### src/rtl/sop_conv_engine_if.sv
// Handshake bundle for sop_conv_engine: window/kernel pair in, feature value out.
// The slave modport is the engine; the master modport is the window generator
// and writeback side.
interface sop_conv_engine_if #(
    parameter int KDIM   = 7,
    parameter int DATA_W = 8,
    parameter int OUT_W  = 16
);
    localparam int N = KDIM * KDIM;

    logic [N*DATA_W-1:0] kernel_patch;
    logic [N*DATA_W-1:0] pixel_window;
    logic                signed_mode;
    logic                in_valid;
    logic                in_ready;
    logic [OUT_W-1:0]    out_val;
    logic                out_valid;
    logic                out_ready;
    logic                busy;

    modport slave (
        input  kernel_patch, pixel_window, signed_mode, in_valid, out_ready,
        output in_ready, out_val, out_valid, busy
    );

    modport master (
        output kernel_patch, pixel_window, signed_mode, in_valid, out_ready,
        input  in_ready, out_val, out_valid, busy
    );
endinterface

### src/rtl/sop_conv_engine.sv
// sop_conv_engine: KDIM x KDIM sum-of-products, LANES products per beat,
// accumulated over CHANNELS windows, one OUT_W result per group.
// Optional feature: define SOP_SATURATE_EN to clamp the result to the OUT_W
// range (signed or unsigned by mode); otherwise the low OUT_W bits are emitted.

// One multiplier lane: kernel element is signed or unsigned by mode, pixel is
// always unsigned. Both are widened to the full product width before the
// multiply so the product is exact.
module sop_mac_lane #(
    parameter int DATA_W = 8
) (
    input  logic [DATA_W-1:0]   kern,
    input  logic [DATA_W-1:0]   pix,
    input  logic                signed_mode,
    output logic [2*DATA_W+1:0] prod
);
    localparam int PROD_W = 2*DATA_W + 2;

    logic                     k_msb;
    logic signed [PROD_W-1:0] k_w;
    logic signed [PROD_W-1:0] p_w;

    assign k_msb = signed_mode & kern[DATA_W-1];
    assign k_w   = {{(DATA_W+2){k_msb}}, kern};
    assign p_w   = {{(DATA_W+2){1'b0}}, pix};
    assign prod  = k_w * p_w;
endmodule

module sop_conv_engine #(
    parameter int KDIM     = 7,
    parameter int DATA_W   = 8,
    parameter int OUT_W    = 16,
    parameter int LANES    = 7,
    parameter int CHANNELS = 1
) (
    input  logic              ap_clk,
    input  logic              ap_rst_n,
    sop_conv_engine_if.slave  io
);
    localparam int N      = KDIM * KDIM;
    localparam int BEATS  = (N + LANES - 1) / LANES;
    localparam int PROD_W = 2*DATA_W + 2;
    localparam int ACC_W  = PROD_W + $clog2(N * CHANNELS);
    localparam int BEAT_W = (BEATS > 1) ? $clog2(BEATS) : 1;
    localparam int CH_W   = (CHANNELS > 1) ? $clog2(CHANNELS) : 1;

    typedef enum logic [1:0] {IDLE, MAC, WAIT_CH, OUT} state_t;

    state_t                     state_q, state_d;
    logic [N*DATA_W-1:0]        kern_q, pix_q;
    logic                       signed_q;
    logic signed [ACC_W-1:0]    acc_q, acc_nxt, beat_sum;
    logic [BEAT_W-1:0]          beat_q;
    logic [CH_W-1:0]            ch_q;
    logic [OUT_W-1:0]           out_val_q, res_fmt;
    logic                       accept, last_beat, last_ch;

    // Latched vectors regrouped as [beat][lane]; slots past N read as zero so
    // a short final beat contributes nothing.
    logic [BEATS-1:0][LANES-1:0][DATA_W-1:0] kern_pad, pix_pad;
    logic [LANES-1:0][PROD_W-1:0]            prod;

    for (genvar b = 0; b < BEATS; b++) begin : g_beat
        for (genvar l = 0; l < LANES; l++) begin : g_slot
            localparam int IDX = b*LANES + l;
            if (IDX < N) begin : g_live
                assign kern_pad[b][l] = kern_q[IDX*DATA_W +: DATA_W];
                assign pix_pad[b][l]  = pix_q[IDX*DATA_W +: DATA_W];
            end else begin : g_pad
                assign kern_pad[b][l] = '0;
                assign pix_pad[b][l]  = '0;
            end
        end
    end

    for (genvar l = 0; l < LANES; l++) begin : g_lane
        sop_mac_lane #(.DATA_W(DATA_W)) u_lane (
            .kern        (kern_pad[beat_q][l]),
            .pix         (pix_pad[beat_q][l]),
            .signed_mode (signed_q),
            .prod        (prod[l])
        );
    end

    assign accept    = io.in_valid && io.in_ready;
    assign last_beat = (beat_q == BEAT_W'(BEATS-1));
    assign last_ch   = (ch_q == CH_W'(CHANNELS-1));

    // Sign-extend each lane product and add this beat's contribution.
    always_comb begin
        beat_sum = '0;
        for (int l = 0; l < LANES; l++)
            beat_sum = beat_sum + {{(ACC_W-PROD_W){prod[l][PROD_W-1]}}, prod[l]};
        acc_nxt = acc_q + beat_sum;
    end

    // Reduce the final accumulator to the output width.
`ifdef SOP_SATURATE_EN
    localparam logic signed [ACC_W-1:0] S_MAX = {{(ACC_W-OUT_W+1){1'b0}}, {(OUT_W-1){1'b1}}};
    localparam logic signed [ACC_W-1:0] S_MIN = {{(ACC_W-OUT_W+1){1'b1}}, {(OUT_W-1){1'b0}}};
    localparam logic signed [ACC_W-1:0] U_MAX = {{(ACC_W-OUT_W){1'b0}}, {OUT_W{1'b1}}};

    always_comb begin
        res_fmt = acc_nxt[OUT_W-1:0];
        if (signed_q) begin
            if (acc_nxt > S_MAX)      res_fmt = S_MAX[OUT_W-1:0];
            else if (acc_nxt < S_MIN) res_fmt = S_MIN[OUT_W-1:0];
        end else begin
            if (acc_nxt < 0)          res_fmt = '0;
            else if (acc_nxt > U_MAX) res_fmt = U_MAX[OUT_W-1:0];
        end
    end
`else
    always_comb res_fmt = acc_nxt[OUT_W-1:0];
`endif

    // Next-state decode; in_ready is a pure function of state.
    always_comb begin
        state_d = state_q;
        case (state_q)
            IDLE:    if (accept) state_d = MAC;
            MAC:     if (last_beat) state_d = last_ch ? OUT : WAIT_CH;
            WAIT_CH: if (accept) state_d = MAC;
            OUT:     if (io.out_ready) state_d = IDLE;
            default: state_d = IDLE;
        endcase
    end

    // State register.
    always_ff @(posedge ap_clk or negedge ap_rst_n) begin
        if (!ap_rst_n) state_q <= IDLE;
        else           state_q <= state_d;
    end

    // Datapath: latch on accept, accumulate per beat, capture result at group end.
    always_ff @(posedge ap_clk or negedge ap_rst_n) begin
        if (!ap_rst_n) begin
            kern_q    <= '0;
            pix_q     <= '0;
            signed_q  <= 1'b0;
            acc_q     <= '0;
            beat_q    <= '0;
            ch_q      <= '0;
            out_val_q <= '0;
        end else begin
            if (accept) begin
                kern_q <= io.kernel_patch;
                pix_q  <= io.pixel_window;
                beat_q <= '0;
                // A new group starts from IDLE; WAIT_CH keeps the running sum and mode.
                if (state_q == IDLE) begin
                    acc_q    <= '0;
                    ch_q     <= '0;
                    signed_q <= io.signed_mode;
                end
            end
            if (state_q == MAC) begin
                acc_q  <= acc_nxt;
                beat_q <= last_beat ? '0 : beat_q + BEAT_W'(1);
                if (last_beat && !last_ch) ch_q <= ch_q + CH_W'(1);
                if (last_beat && last_ch)  out_val_q <= res_fmt;
            end
        end
    end

    assign io.in_ready  = (state_q == IDLE) || (state_q == WAIT_CH);
    assign io.out_valid = (state_q == OUT);
    assign io.busy      = (state_q != IDLE);
    assign io.out_val   = out_val_q;
endmodule
### src/flat_wrapper.sv
// flat-port wrapper written by rule: the top's interface ports become plain ports
module sop_conv_engine_flat 
#(
    parameter int KDIM     = 7,
    parameter int DATA_W   = 8,
    parameter int OUT_W    = 16,
    parameter int LANES    = 7,
    parameter int CHANNELS = 1
)
  (ap_clk, ap_rst_n, io_kernel_patch, io_pixel_window, io_signed_mode, io_in_valid, io_out_ready, io_in_ready, io_out_val, io_out_valid, io_busy);
  sop_conv_engine_if #(.KDIM(KDIM), .DATA_W(DATA_W), .OUT_W(OUT_W)) io_i ();
  input  logic ap_clk;
  input  logic ap_rst_n;
  input wire logic [$bits(io_i.kernel_patch)-1:0] io_kernel_patch;
  input wire logic [$bits(io_i.pixel_window)-1:0] io_pixel_window;
  input wire logic [$bits(io_i.signed_mode)-1:0] io_signed_mode;
  input wire logic [$bits(io_i.in_valid)-1:0] io_in_valid;
  input wire logic [$bits(io_i.out_ready)-1:0] io_out_ready;
  output wire logic [$bits(io_i.in_ready)-1:0] io_in_ready;
  output wire logic [$bits(io_i.out_val)-1:0] io_out_val;
  output wire logic [$bits(io_i.out_valid)-1:0] io_out_valid;
  output wire logic [$bits(io_i.busy)-1:0] io_busy;
  assign io_i.kernel_patch = io_kernel_patch;
  assign io_i.pixel_window = io_pixel_window;
  assign io_i.signed_mode = io_signed_mode;
  assign io_i.in_valid = io_in_valid;
  assign io_i.out_ready = io_out_ready;
  assign io_in_ready = io_i.in_ready;
  assign io_out_val = io_i.out_val;
  assign io_out_valid = io_i.out_valid;
  assign io_busy = io_i.busy;
  sop_conv_engine #(.KDIM(KDIM), .DATA_W(DATA_W), .OUT_W(OUT_W), .LANES(LANES), .CHANNELS(CHANNELS)) u_core (.ap_clk(ap_clk), .ap_rst_n(ap_rst_n), .io(io_i));
endmodule
### config.mk
export PLATFORM = sky130hd
export DESIGN_NAME = sop_conv_engine_flat
export DESIGN_NICKNAME = d
export VERILOG_FILES = /design/src/rtl/sop_conv_engine_if.sv /design/src/rtl/sop_conv_engine.sv /design/src/flat_wrapper.sv
export SDC_FILE = /design/constraint.sdc
export NUM_CORES = 2
export LEC_CHECK = 0
export CAP_MARGIN = 40
export CORE_ASPECT_RATIO = 2
export CORE_UTILIZATION = 51
export DETAILED_ROUTE_END_ITERATION = 8
export PLACE_DENSITY = 0.78
export SYNTH_ARGS = -nofsm -noshare
export SYNTH_HDL_FRONTEND = slang
export SYNTH_SLANG_ARGS = --single-unit
### constraint.sdc
create_clock -name ap_clk -period 11.8 [get_ports ap_clk]
set_input_delay 1.77 -clock ap_clk [delete_from_list [all_inputs] [get_ports ap_clk]]
set_output_delay 1.77 -clock ap_clk [all_outputs]
set_load 0.01 [all_outputs]
==> flow_metrics.tcl <==
set metrics [dict create \
    dieArea_um2 112200 \
    post_drt_wl_per_cell_um 24.12 \
    yosys.area.top_type "dfrtp_1" \
    worstHoldStart "u_core.kern_pad[170]" \
    fmax_mhz 88.81 \
    hpwl_mm 167.8 \
    hold_class "reg -> reg" \
    vias 47980 \
    die_y_um 472.7 \
    critical_path.slowest_cell "fa_1" \
    clockRootBuffer "clkbuf_16" \
    h-tree-depth 3 \
    cts.clk_slew.worst_paths_ns 0.08 \
    dpl_worst_slack_ns 0.1762 \
    grt_pass1_vias 50320 \
    worstMarginPinSlew_ns 1.443 \
    hold_buffers 0 \
    criticalPathCategory "reg -> reg" \
    start_kind "flip-flop" \
    drc 0 \
    cts_buffers 74 \
    slew_viol_final 0 \
    slew_headroom_pct 3.814 \
    final_cell_mix "2598 x nand2_1, 820 x dfrtp_1, 806 x clkdlybuf4s50_1, 642 x inv_1, 478 x fa_1" \
    gp_congestion 1.014 \
    drt_pass1_iterations 8 \
    period_share_pct 95.42 \
    hold_end "u_core.kern_pad[170]" \
    syn_area_um2 56500 \
    hold_violations 0 \
    end_kind "flip-flop" \
    setup_violations 0 \
    insertion_delay_ns 0.72 \
    grt_overflow 0 \
    via_per_inst 5.527 \
    ys_seq_area_share_pct 36.45 \
    hold-worst-slack_ns 0.4686 \
    drt_wl_total_mm 209.4 \
    synth_warnings 0 \
    slowest_delay_ns 0.60 \
    synth-seq-cells 823 \
    drt_iter0_drc 3956 \
    worst_slack_ns 0.5400 \
    std_cell_rows 172 \
    initial_core_util_pct 51.48 \
    die_w_um 237.4 \
    fin_skew_ns 0.03666 \
    crit_required_ns 12.43 \
    ys_types 54 \
    stdcell_count 8681 \
    syn_to_final_growth_pct 23.59 \
    io_buffers 807 \
    crit_arrival_ns 11.89 \
    grt_pass1_wl_mm 308.1 \
    layout-drive-gt1-share_pct 6.900 \
    nNetsFinal 8700 \
    critical_path.max_fanout 17 \
    io_pins 808 \
    final_common_cell "nand2_1" \
    r2r_cells 44 \
    stdcell_area_um2 69820 \
    outcome "finished clean" \
    ant_nets 0 \
    period_needed_ns 11.26 \
    synth_top_area_share_pct 36.45 \
    synth_edf_count 0 \
    antenna_found_initial 30 \
    synth.avg_cell_area_um2 8.842 \
    synth_area_leaders "dfrtp_1 36%, nand2_1 17%, fa_1 17%" \
    core_um2 109800 \
    cts_sinks 823 \
    post-place-cells 8506 \
    r2r_slack_ns 0.54 \
    syn_inst 6390 \
    cts.path.max_buffers 3 \
    grtUsageTotal_pct 37.72 \
    cp_common_cell "fa_1" \
    async_flop_share_pct 100.0 \
    timing.rr.end "u_core.io.out_val[15]" \
    hold_depth 2 \
    dpl_cell_area_um2 66920 \
    synthFlopType "dfrtp_1" \
    r2r_start "u_core.beat_q[0]" \
    synth_nets 7889 \
    maxCapViolations 0 \
    grt_max_degree 236 \
    cts_tree "done" \
]
## cell usage after synthesis (2+ instances only)
master	instances
a211oi_1	2
a21o_1	33
a21oi_1	164
a21oi_2	3
a22o_1	15
a22oi_1	4
a2bb2oi_1	2
and2_1	15
and3_1	6
buf_1	38
buf_12	4
buf_2	17
buf_4	2
buf_6	8
clkbuf_1	209
dfrtp_1	823
fa_1	478
ha_1	232
inv_1	642
mux2_2	15
mux2i_1	133
mux4_2	105
nand2_1	2599
nand2_2	6
nand2b_1	52
nand3_1	21
nor2_1	370
nor2b_1	62
nor3_1	7
o2111ai_1	4
o211ai_1	43
o21a_1	6
o21ai_0	36
o21ai_1	39
o21ai_2	2
o21bai_1	23
o41ai_1	5
or2_2	12
xnor2_1	106
xnor3_1	3
xor2_1	31
## per-stage QoR
stage | utilization, % | TNS, ns
6_report | 63.62 | 0
3_5_place_dp | 60.97 | 0
5_1_grt | 63.61 | -0.04515
3_3_place_gp | 60.79 | 0
2_1_floorplan | - | 0
4_1_cts | 63.37 | 0
## registers in the layout (all words and copies together), names as in the netlist
| name | count |
|---|---|
| u_core.kern_pad | 392 |
| u_core.pix_pad | 392 |
| u_core.signed_q | 1 |
| u_core.io.out_val | 16 |
| u_core.ch_q | 1 |
| u_core.state_q | 2 |
| u_core.beat_q | 3 |
| u_core.acc_q | 16 |
## final cells by class
type / instances / area [µm²]
inverter: 642 / 2410
sequential: 823 / 20610
multi-input combinational: 4648 / 32370
antenna: 28 / 70.07
timing repair buffer: 1012 / 10000
tap: 1392 / 1742
fill: 9089 / 39930
clock buffer: 97 / 2120
clock inverter: 39 / 508.0
## what timing repair did
| action | CTS | global route |
|---|---|---|
| endpoints found under the setup margin | 0 | 2 |
| setup buffers | 0 | 7 |
| resized for setup | 0 | 21 |
## cells by family (layout without fill, tap and decap cells)
| kind of cell | Yosys count | count (layout) | synth area share [%] |
|---|---|---|---|
| muxes | 255 | 255 | 6.927 |
| other | 0 | 28 | 0 |
| and+or+nand+nor | 3154 | 3155 | 21.72 |
| DFF | 823 | 823 | 36.45 |
| xor gates and xnor gates | 140 | 140 | 2.243 |
| AOI/OAI and AO/OA | 388 | 388 | 4.197 |
| buffers and inverters | 920 | 1790 | 6.385 |
| adders and majority gates | 710 | 710 | 22.08 |
## worst max-delay path by stage
| stage | cells after the start | to | from | slack [ns] |
|---|---|---|---|---|
| floorplan | 51 | u_core.io.out_val[15] | u_core.beat_q[0] | 0.16 |
| global placement | 45 | u_core.io.out_val[15] | u_core.beat_q[1] | 0.23 |
| detailed placement | 45 | u_core.io.out_val[15] | u_core.beat_q[1] | 0.18 |
| CTS | 46 | u_core.io.out_val[15] | u_core.beat_q[1] | 0.16 |
| global route | 46 | u_core.acc_q[15] | u_core.beat_q[1] | -0.03 |
| finish | 44 | u_core.io.out_val[15] | u_core.beat_q[0] | 0.54 |
## per-layer routing
| layer | global-route usage [%] | vias to the layer above | part of all wire, % |
|---|---|---|---|
| li1 | - | 21290 | - |
| met1 | 41.96 | 23780 | 34 |
| met2 | 63.53 | 2299 | 49 |
| met3 | 5.491 | 612 | 6.4 |
| met4 | 32.10 | 0 | 10 |
| met5 | 0 | - | 0 |
## critical path, delay by kind of cell, from the launching register on
kind | cells | cell delay (ns)
and+or+nand+nor | 3 | 0.33
xor gates and xnor gates | 12 | 2.54
buffers and inverters | 8 | 0.76
muxes | 1 | 0.51
adders and majority gates | 11 | 5.17
AOI/OAI and AO/OA | 9 | 1.33
DFF | 1 | 0.52
Power is left out: the tool's default activity adds up to more than one toggle a clock period on the data nets, which glitch-free logic cannot reach.
